[src/rtl/pipeline_hazard_ctrl.sv]
// In-order issue control: a per-register pending-latency scoreboard detects
// RAW/WAW hazards, and a short FLUSH state squashes wrong-path slots after a branch.
`timescale 1ns/1ps
module pipeline_hazard_ctrl #(
  parameter int unsigned ALU_LAT    = 3,
  parameter int unsigned LOAD_LAT   = 4,
  parameter int unsigned BR_PENALTY = 2
) (
  input  logic        clk,
  input  logic        reset,
  input  logic        instrValid,
  input  logic [3:0]  srcA,
  input  logic [3:0]  srcB,
  input  logic [3:0]  srcC,
  input  logic [2:0]  srcUse,
  input  logic [3:0]  dst,
  input  logic        dstWe,
  input  logic        isLoad,
  input  logic        isBranch,
  output logic        issue,
  output logic        stall,
  output logic        bubble,
  output logic        squash,
  output logic [15:0] stallCount
);

  localparam logic [2:0] ALU_L  = 3'(ALU_LAT);
  localparam logic [2:0] LOAD_L = 3'(LOAD_LAT);
  localparam logic [2:0] BR_L   = 3'(BR_PENALTY);

  typedef enum logic {RUN, FLUSH} state_e;

  state_e      state_q, state_d;
  logic [2:0]  flush_cnt_q, flush_cnt_d;
  logic [15:0] stall_cnt_q, stall_cnt_d;
  logic [2:0]  cnt_q [16];
  logic [2:0]  cnt_d [16];
  logic        hazard;

  always_comb begin
    hazard = 1'b0;
    if (srcUse[0] && cnt_q[srcA] != '0) hazard = 1'b1;
    if (srcUse[1] && cnt_q[srcB] != '0) hazard = 1'b1;
    if (srcUse[2] && cnt_q[srcC] != '0) hazard = 1'b1;
    if (dstWe && cnt_q[dst] != '0)      hazard = 1'b1;
  end

  // Outputs are forced low while reset is held, independent of the inputs.
  always_comb begin
    issue  = 1'b0;
    stall  = 1'b0;
    bubble = 1'b0;
    squash = 1'b0;
    if (reset) begin
      if (state_q == RUN) begin
        issue  = instrValid & ~hazard;
        stall  = instrValid & hazard;
        bubble = instrValid & hazard;
      end else begin
        bubble = 1'b1;
        squash = 1'b1;
      end
    end
  end

  always_comb begin
    state_d     = state_q;
    flush_cnt_d = flush_cnt_q;
    stall_cnt_d = stall_cnt_q;
    for (int unsigned i = 0; i < 16; i++) begin
      cnt_d[i] = (cnt_q[i] != '0) ? cnt_q[i] - 3'd1 : '0;
      if (issue && dstWe && dst == 4'(i)) cnt_d[i] = isLoad ? LOAD_L : ALU_L;
    end
    if (state_q == RUN) begin
      if (issue && isBranch && BR_L != '0) begin
        state_d     = FLUSH;
        flush_cnt_d = BR_L;
      end
    end else begin
      flush_cnt_d = flush_cnt_q - 3'd1;
      if (flush_cnt_q == 3'd1) state_d = RUN;
    end
    if (stall && stall_cnt_q != '1) stall_cnt_d = stall_cnt_q + 16'd1;
  end

  always_ff @(posedge clk or negedge reset) begin
    if (!reset) begin
      state_q     <= RUN;
      flush_cnt_q <= '0;
      stall_cnt_q <= '0;
      for (int unsigned i = 0; i < 16; i++) cnt_q[i] <= '0;
    end else begin
      state_q     <= state_d;
      flush_cnt_q <= flush_cnt_d;
      stall_cnt_q <= stall_cnt_d;
      for (int unsigned i = 0; i < 16; i++) cnt_q[i] <= cnt_d[i];
    end
  end

  assign stallCount = stall_cnt_q;

endmodule

[config.mk]
export PLATFORM = sky130hd
export DESIGN_NAME = pipeline_hazard_ctrl
export DESIGN_NICKNAME = d
export VERILOG_FILES = /design/src/rtl/pipeline_hazard_ctrl.sv
export SDC_FILE = /design/constraint.sdc
export NUM_CORES = 1
export LEC_CHECK = 0
export BUFFER_PORTS_ARGS = -buffer_cell sky130_fd_sc_hd__clkbuf_2
export CAP_MARGIN = 20
export CORE_MARGIN = 4
export CORE_UTILIZATION = 55
export DETAILED_ROUTE_END_ITERATION = 10
export GPL_TIMING_DRIVEN = 0
export HOLD_SLACK_MARGIN = 0.08
export MAX_ROUTING_LAYER = met4
export PLACE_DENSITY = 0.75
export SYNTH_ARGS = -nofsm -noshare
export SYNTH_HDL_FRONTEND = slang
export SYNTH_SLANG_ARGS = --single-unit
[constraint.sdc]
create_clock -name clk -period 6.6 [get_ports clk]
set_input_delay 1.32 -clock clk [delete_from_list [all_inputs] [get_ports clk]]
set_output_delay 1.32 -clock clk [all_outputs]
set_load 0.005 [all_outputs]
==> impl_summary.md, run 1 <==
Critical path
The critical path data required time is 5.28 ns. The start-to-end type of the worst setup path is in -> out. STA classifies the critical path endpoint as an output pin.

The worst setup path is launched from an input pin. The data arrival at the endpoint of the critical path is 3.85 ns. The top fanout value on the critical path is 44.

Floorplan
The floorplan step defined a core boundary enclosing 8300 sq um. In this run the core area contains 33 standard-cell rows. In this run the count of I/O pins placed on the die edge is 45. The chip height is 101 microns.

The full die area is 10,200 sq um. In this run the horizontal extent of the chip is 101 microns. For this configuration, the core starts out at a cell density of 0.572.

GRT
The remaining global-route overflow is 0. For this run, the total global-route usage over all layers was measured as 0.259. The global-route wire length before repair is 19.8 mm.

The initial antenna violation count is 0. Entering global routing, the biggest net connects 45 pins. The number of global-route vias before repair was 3,956.

Synth
Counting every instance in the synthesized netlist gives 497. Of the post-synthesis cell area, the dominant cell type holds 0.358. The average instance area after synthesis is 9.56 sq um. Yosys mapped a number of flops with a built-in enable equal to 0. The register bit count reported by yosys is 68. The mapped netlist covers 4750 sq um.

The proportion of synthesized chip area in sequential cells is 0.358. The prevailing post-synth register cell is sky130_fd_sc_hd__dfrtp_1. The largest area contributor in the netlist is sky130_fd_sc_hd__dfrtp_1. The number of library cell types mapped by synthesis is 62.

Sorting the synthesized cells by area gives the leading types as sky130_fd_sc_hd__dfrtp_1, sky130_fd_sc_hd__ha_1, sky130_fd_sc_hd__mux2i_1. The net count of the mapped netlist is 557. During synthesis, Yosys emitted a total of 0 warnings.

After synthesis, the share of flip-flops with an asynchronous set or reset is 1.00.

STA
The final hold violation count is 0. Based on the critical path, the design can be clocked at up to 194 MHz. For the pin with the worst max-slew slack, the measured transition is 0.681 ns. The clock period could shrink to 5.17 ns. The final setup slack of the worst path is 1.43 ns.

The final count of pins violating max slew was 0. Clock skew on the completed layout was measured at 0.0123 ns. Measured against its own limit, the worst slew margin works out to 0.546. Setup repair after global routing left no endpoint under its margin. The total of endpoints with negative setup slack in the final report is 0. In the finished design, the share of the clock period the worst path needs comes to 0.783.

The sum of negative setup slack is 0 ns.

Job
The tool flagged a number of max-cap violations equal to 0.

Placed design
The port buffer count is 37. OpenSTA, run right after detailed placement, puts the worst setup slack at 1.44 ns. Once detailed placement completed, the half-perimeter wirelength came to 8.98 mm. Routability-driven placement finished with a final weighted congestion of 0.961.

Layout
The number of diodes added for antenna fixing is 0. Fill cells in the final layout number 683. In the final layout, flip-flops and latches occupy 1700 sq um. For this run, the post-layout net count is 606. The final cell utilization of the core is 0.636. The area growth from synthesis to layout is 11.2%.

In the final layout, the multi-input gates occupy 2810 sq um. The share of cells above drive strength 1 is 0.232.

Clocking
The clock sink count is 68. In this run, post-CTS hold repair placed 0 buffers. The CTS tree is yes. The number of gates resized after CTS is 0. At the later pin of the worst-skew pair, clock insertion delay measures 0.36 ns.

The clock buffer count from CTS is 9. The root buffer cell chosen for the clock tree is sky130_fd_sc_hd__clkbuf_8. The deepest level of the CTS H-tree is 3. In this run the deepest clock path goes through 2 buffers. The CTS clock-pin slew for the worst setup and hold paths is 0.08 ns. Buffers added to address setup during post-CTS repair amount to 0.

Routing
The post-route antenna net violation count is 0. The average via count per standard cell is 6.06. After detailed routing, the average wire length per cell comes to 18.4 microns. The detailed router placed 3,977 vias in this run. After detailed routing, the number of remaining DRC violations is 0. The number of DRC markers after the initial detailed-route iteration is 290.

The first detailed-routing pass ran for 5 iterations. The routed design has 12.1 mm of wire.

Run status
The flow ran to the end, and the final reports show no timing, DRC or antenna violations.

Hold path
The path class of the lowest-slack min-delay path is reg -> reg.

Pwr
For this design the ratio of total power to cell area is 224 nW/um^2. The total leakage power is 0.00241 uW. VDD sags by at most 0.155 mV.
## worst paths after layout
check / end / slack [ns] / cells past startpoint / startpoint
min reg2reg: stallCount[9]$_DFFE_PN0P_ / 0.50 / 1 / stallCount[9]$_DFFE_PN0P_
max: issue / 1.43 / 8 / reset
max in group asynchronous: cnt_q[15]$_DFF_PN0_ / 5.11 / 2 / reset
max reg2reg: cnt_q[37]$_DFF_PN0_ / 3.36 / 8 / cnt_q[29]$_DFF_PN0_
min: stallCount[9]$_DFFE_PN0P_ / 0.50 / 1 / stallCount[9]$_DFFE_PN0P_
min in group asynchronous: cnt_q[43]$_DFF_PN0_ / 0.91 / 1 / reset
## flip-flops by register name, summed over array words and instances, names as in the netlist
signal	cells
state_q	1
flush_cnt_q	3
stallCount	16
cnt_q	48
## worst max-delay path, stage by stage
cell and delay, ns:
sky130_fd_sc_hd__clkbuf_4 0.39, sky130_fd_sc_hd__buf_12 0.30, sky130_fd_sc_hd__and3b_1 0.20, sky130_fd_sc_hd__clkbuf_1 0.28, sky130_fd_sc_hd__clkbuf_1 0.41, sky130_fd_sc_hd__nand4_1 0.46, sky130_fd_sc_hd__inv_1 0.30, sky130_fd_sc_hd__clkbuf_2 0.15
## layout by cell type, fill, tap and decap left out, types with 15 or more instances in the layout
master                      n
sky130_fd_sc_hd__a21oi_1   28
sky130_fd_sc_hd__and2_1    22
sky130_fd_sc_hd__clkbuf_1  15
sky130_fd_sc_hd__clkbuf_2  36
sky130_fd_sc_hd__dfrtp_1   68
sky130_fd_sc_hd__ha_1      35
sky130_fd_sc_hd__inv_1     37
sky130_fd_sc_hd__mux2i_1   22
sky130_fd_sc_hd__nand2_1   21
sky130_fd_sc_hd__nand3_1   16
sky130_fd_sc_hd__nor3_1    20
sky130_fd_sc_hd__nor3_2    18
sky130_fd_sc_hd__o31ai_1   17
sky130_fd_sc_hd__or2_2     27
## power breakdown
| group | internal, uW | switching (uW) | total, uW |
|---|---|---|---|
| clock network | 175 | 180 | 355 |
| logic | 131 | 196 | 326 |
| registers | 460 | 42.2 | 502 |
## routing by layer
metal  global-route usage  vias to the layer above  wire length [microns]
met4                0.102                        0                    297
met5                    -                        -                      0
met3               0.0415                       31                    915
met2                0.388                      155                   5570
li1                     -                     1864                      -
met1                0.352                     1927                   5290
## Yosys cell counts, drive strengths merged, types with 2 or more instances
| library cell | instances |
|---|---|
| dfrtp | 68 |
| inv | 38 |
| nor3 | 38 |
| ha | 35 |
| or2 | 29 |
| a21oi | 28 |
| and2 | 22 |
| mux2i | 22 |
| nand2 | 21 |
| mux2 | 17 |
| nand3 | 17 |
| o31ai | 17 |
| clkbuf | 14 |
| nor2 | 14 |
| xnor2 | 14 |
| nor4 | 12 |
| nand4 | 11 |
| buf | 9 |
| a211oi | 8 |
| nand2b | 8 |
| and3 | 6 |
| nor2b | 6 |
| nand3b | 5 |
| a2111oi | 3 |
| mux4 | 3 |
| a21o | 2 |
| a31oi | 2 |
| o21ai | 2 |
| o311ai | 2 |
| o41ai | 2 |
| or4b | 2 |
## kinds of logic after synthesis
family,synth area share
DFF,0.358
xor gates and xnor gates,0.0277
buffers and inverters,0.0511
and+or+nand+nor,0.258
muxes,0.102
AOI/OAI and AO/OA,0.111
adders and majority gates,0.0922
## cell type report
| type | count | area share |
|---|---|---|
| Multi-Input combinational cell | 368 | 0.531 |
| Sequential cell | 68 | 0.322 |
| Timing Repair Buffer | 38 | 0.0393 |
| Inverter | 38 | 0.0270 |
| Tap cell | 105 | 0.0249 |
| Clock buffer | 10 | 0.0242 |
| Buffer | 23 | 0.0190 |
| Clock inverter | 6 | 0.0121 |
## stage by stage
stage	std cells	hold slack, ns	instance area (sq um)	total power, uW
floorplan	497	0.480	4750	722
global placement	639	0.476	5070	818
detailed placement	640	0.488	5090	832
CTS	656	0.503	5280	1180
global route	656	0.519	5280	1250
finish	656	0.497	5280	1180
(Power assumes the default switching activity.)
==> run 2: changes to the inputs <==
--- a/config.mk
+++ b/config.mk
@@ -5,6 +5,7 @@
 export SDC_FILE = /design/constraint.sdc
 export NUM_CORES = 1
 export LEC_CHECK = 0
+export ABC_AREA = 1
 export BUFFER_PORTS_ARGS = -buffer_cell sky130_fd_sc_hd__clkbuf_2
 export CAP_MARGIN = 20
 export CORE_MARGIN = 4
@@ -13,7 +14,7 @@
 export GPL_TIMING_DRIVEN = 0
 export HOLD_SLACK_MARGIN = 0.08
 export MAX_ROUTING_LAYER = met4
-export PLACE_DENSITY = 0.75
+export PLACE_DENSITY = 0.78
 export SYNTH_ARGS = -nofsm -noshare
 export SYNTH_HDL_FRONTEND = slang
 export SYNTH_SLANG_ARGS = --single-unit
==> constraint.sdc (replaced) <==
create_clock -name clk -period 4.35 [get_ports clk]
set_input_delay 0.87 -clock clk [delete_from_list [all_inputs] [get_ports clk]]
set_output_delay 0.87 -clock clk [all_outputs]
set_load 0.005 [all_outputs]
==> run 2 against run 1 <==
Critical path depth is 1 lower. Combinational power up 150%. Highest routed layer unchanged. First-iteration DRC count rose by 22%. Via count up 27%. Global-route usage rose by 0.61 points. Largest power group unchanged. Routed wire length grew 14%. Critical endpoint unchanged. Critical path type unchanged.
==> impl_summary.md, run 2 <==
GRT
The all-layer global routing usage came to 0.265 (+0.00614). The initial antenna violation count is 0 (unchanged). The largest net degree at the start of global routing was 41 (-8.9%). The number of global-route vias before repair is 4,885 (+23%).

The global-route wire length before repair is 23.0 mm (+16%). The remaining global-route overflow is 0 (unchanged).

Synth
The fraction of the mapped netlist area in simple logic gates is 0.427 (+0.168). The average instance area after synthesis was 6.90 sq um (-28%). The post-synthesis async set-or-reset flop share is 1.00 (unchanged). The number of warnings printed during yosys synthesis came to 0 (unchanged).

The compound-gate portion of the synthesized area is 0.0395 (-0.0716). The mux cell area share after synthesis is 0 (-0.102). After synthesis, the largest family of logic cells by area is simple AND/OR/NAND/NOR gates. Ranked by instance count, the synthesized netlist is headed by sky130_fd_sc_hd__nand2_1, sky130_fd_sc_hd__nor2_1, sky130_fd_sc_hd__inv_1. The synthesized instance count is 729 (+47%). By instance count, the leading cell after synthesis is sky130_fd_sc_hd__nand2_1. The xor and xnor area share after synthesis is 0.0244 (-0.00328). The net count of the mapped netlist is 789 (+42%). The proportion of synthesized chip area in sequential cells is 0.338 (-0.0200).

The area fraction of the dominant cell type after synthesis is 0.338 (-0.0200). The adder-cell share of the synthesized area is 0.0870 (-0.00514). The prevailing post-synth register cell is sky130_fd_sc_hd__dfrtp_1. The netlist area before placement is 5030 sq um (+5.9%). The count of flip-flops with a built-in enable after synthesis came to 0 (unchanged). The register bit count reported by yosys came to 68 (unchanged). The synthesized design spends more area on one cell type than any other, namely sky130_fd_sc_hd__dfrtp_1. The number of library cell types mapped by synthesis is 31 (-50%).

In the post-synthesis netlist, the biggest area contributors are sky130_fd_sc_hd__dfrtp_1, sky130_fd_sc_hd__nand2_1, sky130_fd_sc_hd__ha_1.

Floorplan
The area inside the core boundary is 8810 sq um (+6.1%). The top-level port count came to 45 (unchanged). The full die area is 10,700 sq um (+5.4%). The number of rows in the core area is 34 (+3.0%).

The die width was 104 microns (+2.7%). The chip height came to 104 microns (+2.7%). The effective utilization at floorplan is 0.571 (-0.00111).

Layout
The final net count is 841 (+39%). In the layout the commonest cells are sky130_fd_sc_hd__nand2_1, sky130_fd_sc_hd__nor2_1, sky130_fd_sc_hd__inv_1, sky130_fd_sc_hd__dfrtp_1, sky130_fd_sc_hd__nand4_1. The register containing the most flip-flops in the final layout is cnt_q. The number of diodes added for antenna fixing is 0 (unchanged). The area growth from synthesis to layout is 10.9%. The flip-flop count of the largest register, all copies and words added is 48 (unchanged). The share of cells above drive strength 1 is 0.121 (-0.111). The commonest non-fill, non-tap cell in the layout is sky130_fd_sc_hd__nand2_1. The post-layout instance area was 5580 sq um (+5.7%).

STA
The final hold violation count was 0 (unchanged). The post-route worst hold slack is 0.486 ns (-0.0105 ns). Setup repair after global routing left no endpoint under its margin.

For this run, the top clock speed supported by timing is 260 MHz. The final count of pins violating max slew is 0 (unchanged). The transition at the pin with the smallest max-transition slack is 0.749 ns (+0.0678 ns).

The final setup skew was 0.0134 ns (+0.00116 ns). The minimum clock period is 3.84 ns. The part of the cycle the worst path needs is 0.883. The total of endpoints with negative setup slack in the final report is 0 (unchanged). The tightest slew margin relative to the limit is 0.501 (-0.0452).

Routing
The post-detailed-route DRC marker count is 0 (unchanged). The total number of vias is 5,044 (+27%). The iteration count of the initial detailed-routing pass is 5 (unchanged). The post-route antenna net violation count is 0 (unchanged). The routed wire length per instance is 15.4 microns (-16%). The number of DRC markers after the initial detailed-route iteration is 354 (+22%). The wire length reported by the detailed router is 13.7 mm (+14%). The average via count per standard cell came to 5.64 (-6.9%).

Pwr
The maximum VDD drop came to 0.245 mV (+58%). The share of power burned in registers is 0.387 (-0.037). The power density over the cells is 389 nW/um^2 (+74%).

The combinational share of power is 0.372 (+0.096). The total leakage power is 0.00327 uW (+36%). The net switching share of the total power is 0.421 (+0.0681). The overall power of the completed layout is 2170 uW (+83%).

The internal power is 1260 uW (+64%). The total net switching power is 915 uW (+120%). The proportion of power drawn by the clock network is 0.242 (-0.058).

Critical path
The top fanout value on the critical path is 32 (-27%). The startpoint of the most critical register-to-register path is cnt_q[27]$_DFF_PN0_. The worst setup path is captured at an output pin.

The register-to-register path setup slack is 1.81 ns (-1.55 ns). The critical path data required time is 3.48 ns (-1.80 ns). The endpoint identified for the worst register-to-register timing path is cnt_q[47]$_DFF_PN0_.

The startpoint type of the worst setup path is an input pin. Following the worst setup path forward leads to its endpoint at issue. The first element of the critical path is reset. The critical path is of the in -> out type. The data arrival at the endpoint of the critical path is 2.97 ns (-0.88 ns). The number of cell instances on the worst register-to-register path is 13 (+5).

Placed design
The port buffer count came to 40 (+8.1%). The area after detailed placement was 5390 sq um (+5.9%). The final HPWL from detailed placement was 10.2 mm (+13%). The weighted congestion at the end of routability-driven global placement is 0.935 (-2.6%).

Clocking
The CTS clock-pin slew for the worst setup and hold paths was 0.07 ns (about the same). The hold buffer count at cts was 0 (unchanged). TritonCTS built the clock tree. The number of buffers inserted to repair setup after CTS is 0 (unchanged). The largest buffer count on any clock path is 2 (unchanged). The clock buffer count from CTS is 9 (unchanged). The CTS root buffer is sky130_fd_sc_hd__clkbuf_8.

The clock insertion delay at the later pin of the skew report is 0.35 ns (about the same). The clock sink count is 68 (unchanged). The deepest level of the CTS H-tree is 3 (unchanged).

The number of gates resized after CTS came to 0 (unchanged).

Job
The max-capacitance violation count is 0 (unchanged).

Run status
The run finished with clean final reports.

Hold path
The tightest min-delay check is of the in -> async type.
-- run 2: cell count changes in the layout (fill, tap and decap cells not counted), sizes merged, moves of 22 or more --
cell and delta:
mux2i -22, nand2 +240, and2 -22, nand4 +58
nor3 -35, nand3 +38, or2 -28, inv +37
nor2 +66
-- run 2: kinds of logic (layout without fill, tap and decap cells) --
logic type / after synthesis / after routing
buffers and inverters: 100 / 157
flip-flops: 68 / 68
XOR/XNOR: 14 / 14
adder cells (fa/ha/maj): 35 / 35
AND/OR/NAND/NOR: 474 / 474
AO/OA/AOI/OAI: 38 / 38
-- run 2: critical path, cell delays in order --
cell and delay [ns]:
sky130_fd_sc_hd__clkbuf_4 0.39, sky130_fd_sc_hd__nand2_1 0.21, sky130_fd_sc_hd__nor2_1 0.59, sky130_fd_sc_hd__inv_1 0.16
sky130_fd_sc_hd__nor3_4 0.35, sky130_fd_sc_hd__buf_4 0.25, sky130_fd_sc_hd__clkbuf_2 0.13
-- run 2: power by group through the flow --
stage	clock [uW]	combinational [uW]	sequential [uW]
after detailed placement	0	796	851
after floorplan	0	553	823
after global routing	561	910	857
after global placement	0	756	842
after CTS	531	801	838
final	525	807	839
-- run 2: metal layers --
| layer | GRT usage | routed length (microns) |
|---|---|---|
| met1 | 0.340 | 6010 |
| met4 | 0.0826 | 242 |
| met2 | 0.421 | 6480 |
| met5 | - | 0 |
| met3 | 0.0578 | 1020 |
-- run 2: worst min path at each step --
stage | slack, ns | startpoint | end | cells past startpoint
after floorplan | 0.46 | cnt_q[13]$_DFF_PN0_ | cnt_q[13]$_DFF_PN0_ | 2
after global placement | 0.47 | cnt_q[13]$_DFF_PN0_ | cnt_q[13]$_DFF_PN0_ | 2
after detailed placement | 0.48 | cnt_q[31]$_DFF_PN0_ | cnt_q[31]$_DFF_PN0_ | 2
after CTS | 0.49 | reset | cnt_q[36]$_DFF_PN0_ | 1
after global routing | 0.51 | reset | cnt_q[39]$_DFF_PN0_ | 1
final | 0.49 | reset | cnt_q[36]$_DFF_PN0_ | 1
-- run 2: final cells by class --
type,instances,area [sq um]
Buffer,23,135
Clock buffer,10,128
Clock inverter,6,65.1
Fill cell,806,3220
Inverter,77,289
Multi-Input combinational cell,561,2910
Sequential cell,68,1700
Tap cell,108,135
Timing Repair Buffer,41,223
-- run 2: stage by stage --
step,setup WS [ns],util,TNS (ns),cells
floorplan,1.23,-,0,729
global placement,-0.561,0.609,-0.561,877
detailed placement,0.535,0.612,0,878
CTS,0.545,0.634,0,894
global route,0.281,0.634,0,894
finish,0.510,0.634,0,894
==> run 3: changes to the inputs <==
--- a/config.mk
+++ b/config.mk
@@ -10,6 +10,7 @@
 export CAP_MARGIN = 20
 export CORE_MARGIN = 4
 export CORE_UTILIZATION = 55
+export CTS_BUF_LIST = sky130_fd_sc_hd__clkbuf_8
 export DETAILED_ROUTE_END_ITERATION = 10
 export GPL_TIMING_DRIVEN = 0
 export HOLD_SLACK_MARGIN = 0.08
==> run 3 against run 2 <==
Sequential cell count stayed put. Clock skew is 0.00052 ns higher. Register-to-register slack hardly changed. Setup slack worse by 0.0013 ns. Power is 0.13% lower.
==> impl_summary.md, run 3 (same netlist as run 2, synthesis figures left out) <==
Critical path
The top fanout value on the critical path is 32 (unchanged). The sum of buffers and inverters on the critical path was 4 (unchanged). The critical path's slowest cell is sky130_fd_sc_hd__nor2_1. The number of cell instances on the worst register-to-register path is 13 (unchanged). The startpoint type of the worst setup path is an input pin. The capturing point of the worst reg2reg path is cnt_q[6]$_DFF_PN0_. The stage delay of the slowest cell on the critical path is 0.59 ns (about the same). The register-to-register path setup slack came to 1.81 ns (about the same). The startpoint of the most critical register-to-register path is cnt_q[27]$_DFF_PN0_. The start-to-end type of the worst setup path is in -> out.

STA classifies the critical path endpoint as an output pin. The data arrival at the endpoint of the critical path came to 2.97 ns (about the same). The critical path data required time is 3.48 ns (about the same). The critical path goes through clkbuf_4 > nand2_1 > nor2_1 > inv_1 > nor3_4 > buf_4 > clkbuf_2. The kind of cell adding the most delay to the critical path is simple AND/OR/NAND/NOR gates.

Job
The max-capacitance violation count is 0 (unchanged).

Layout
More flip-flops sit in one register than any other, and that register is cnt_q. The area growth from synthesis to layout is 10.9% (unchanged). The non-filler instance count after layout came to 894 (unchanged). The final cell utilization of the core is 0.634 (unchanged).

The share of cells above drive strength 1 is 0.121 (unchanged). The library cell used most frequently in the layout, excluding fill and tap cells, is sky130_fd_sc_hd__nand2_1. The final net count is 841 (unchanged).

The number of fill cells was 806 (unchanged). The number of diodes added for antenna fixing is 0 (unchanged). The flip-flop count of the largest register, all copies and words added is 48 (unchanged). Leaving out fill and tap cells, the most frequent cells in the layout are sky130_fd_sc_hd__nand2_1, sky130_fd_sc_hd__inv_1, sky130_fd_sc_hd__nor2_1, sky130_fd_sc_hd__dfrtp_1, sky130_fd_sc_hd__nand4_1.

Clocking
The clock sink count is 68 (unchanged). The cell sitting at the root of the clock tree is a sky130_fd_sc_hd__clkbuf_8. The number of buffers inserted to repair setup after CTS is 0 (unchanged).

The clock buffer count from CTS is 9 (unchanged). The deepest level of the CTS H-tree came to 3 (unchanged). The hold buffer count at cts is 0 (unchanged). The clock insertion delay at the later pin of the skew report is 0.35 ns (about the same). The largest buffer count on any clock path is 2 (unchanged).

The number of gates resized after CTS is 0 (unchanged). The CTS clock-pin slew for the worst setup and hold paths was 0.07 ns (about the same). TritonCTS built the clock tree.

Floorplan
The full die area is 10,700 sq um (unchanged). The effective utilization at floorplan is 0.571 (unchanged). The chip height was 104 microns (unchanged).

The top-level port count is 45 (unchanged). The area inside the core boundary was 8810 sq um (unchanged). The number of rows in the core area came to 34 (unchanged). The die width was 104 microns (unchanged).

STA
The timing-limited maximum frequency is 260 MHz (about the same). The transition at the pin with the smallest max-transition slack is 0.752 ns (+0.00229 ns). The final setup slack of the worst path is 0.509 ns (-0.00125 ns). The part of the cycle the worst path needs came to 0.883 (about the same). The minimum clock period is 3.84 ns (+0.00125 ns). The tightest slew margin relative to the limit came to 0.499 (-0.00153). The final hold violation count is 0 (unchanged). The final setup skew is 0.0139 ns (+0.000519 ns). Setup repair after global routing left no endpoint under its margin. The total of endpoints with negative setup slack in the final report came to 0 (unchanged). The final count of pins violating max slew is 0 (unchanged).

Placed design
The placement-stage worst setup slack came to 0.535 ns (unchanged). The weighted congestion at the end of routability-driven global placement came to 0.935 (unchanged). The cell total after placement is 878 (unchanged). The port buffer count is 40 (unchanged). The final HPWL from detailed placement was 10.2 mm (unchanged).

Pwr
The proportion of power drawn by the clock network came to 0.241 (about the same). The total leakage power is 0.00327 uW (+0.13%). The overall power of the completed layout came to 2170 uW (-0.13%). The share of power burned in registers is 0.387 (about the same). The combinational share of power is 0.372 (about the same). The internal power is 1250 uW (-0.18%). The total net switching power is 914 uW (about the same). The power density over the cells is 388 nW/um^2 (-0.13%). The net switching share of the total power is 0.422 (about the same). The maximum VDD drop was 0.244 mV (-0.47%).

Routing
The post-route antenna net violation count is 0 (unchanged). The number of DRC markers after the initial detailed-route iteration is 355 (+0.28%). The iteration count of the initial detailed-routing pass came to 5 (unchanged). The post-detailed-route DRC marker count is 0 (unchanged). The routed wire length per instance is 15.4 microns (about the same). The total number of vias is 5,061 (+0.34%).

The wire length reported by the detailed router is 13.8 mm (about the same). The average via count per standard cell is 5.66 (+0.34%).

GRT
met2 is the most crowded layer. The global-route wire length before repair is 23.0 mm (unchanged). The met2 layer usage reported by global route came to 0.421 (unchanged). The global routing usage on met3 came to 0.0578 (unchanged). The number of global-route vias before repair is 4,885 (unchanged). The all-layer global routing usage is 0.265 (unchanged). The met1 usage was 0.340 (unchanged). The largest net degree at the start of global routing is 41 (unchanged). The initial antenna violation count is 0 (unchanged). The remaining global-route overflow is 0 (unchanged).

Run status
The run finished with clean final reports.

Hold path
The path class of the lowest-slack min-delay path is in -> async.
run 3: cell count changes in the layout (fill, tap and decap cells not counted), sizes merged:
| cell | before | now |
|---|---|---|
| clkbuf | 58 | 57 |
| inv | 76 | 77 |
run 3: worst register-to-register path, stage by stage, from the launching register on:
cell	delay [ns]
sky130_fd_sc_hd__dfrtp_1	0.41
sky130_fd_sc_hd__nor2_1	0.21
sky130_fd_sc_hd__nand2_1	0.26
sky130_fd_sc_hd__nand2_1	0.14
sky130_fd_sc_hd__nand4_1	0.10
sky130_fd_sc_hd__nand2_1	0.06
sky130_fd_sc_hd__nand2_1	0.06
sky130_fd_sc_hd__o21ai_2	0.19
sky130_fd_sc_hd__nand2_2	0.13
sky130_fd_sc_hd__nor2_4	0.27
sky130_fd_sc_hd__buf_4	0.26
sky130_fd_sc_hd__nand4_1	0.16
sky130_fd_sc_hd__nand2_1	0.12
sky130_fd_sc_hd__nand2_1	0.07
run 3: power by group through the flow:
stage	Clock, uW	Sequential, uW	Combinational (uW)
floorplan	0	823	553
global placement	0	842	756
detailed placement	0	851	796
CTS	529	838	801
global route	559	857	910
finish	521	839	807
run 3: final cells by class:
class	instances	area [sq um]	area share
multi-input cells	561	2910	0.521
flip-flops and latches	68	1700	0.305
inverters	77	289	0.0518
repair buffers	41	223	0.0399
plain buffers	23	135	0.0242
well taps	108	135	0.0242
clock buffers	9	124	0.0222
clock inverters	7	68.8	0.0123
run 3: worst max path at each step:
stage,endpoint,startpoint,cells after the start
global placement,issue,reset,7
floorplan,bubble,srcC[1],14
CTS,issue,reset,7
detailed placement,issue,reset,7
global route,issue,reset,7
finish,issue,reset,7
run 3: metal layers:
metal / share of wire / wire length [microns] / vias up
met3: 0.075 / 1030 / 37
met1: 0.44 / 6010 / 2382
li1: - / - / 2454
met2: 0.47 / 6440 / 188
met5: 0 / 0 / -
met4: 0.020 / 280 / 0
run 3: stage by stage:
step	hold slack (ns)	setup TNS, ns	instance area, sq um
after detailed placement	0.480	0	5390
after floorplan	0.458	0	5030
after CTS	0.495	0	5580
after global routing	0.509	0	5580
final	0.487	0	5580
after global placement	0.472	-0.561	5370
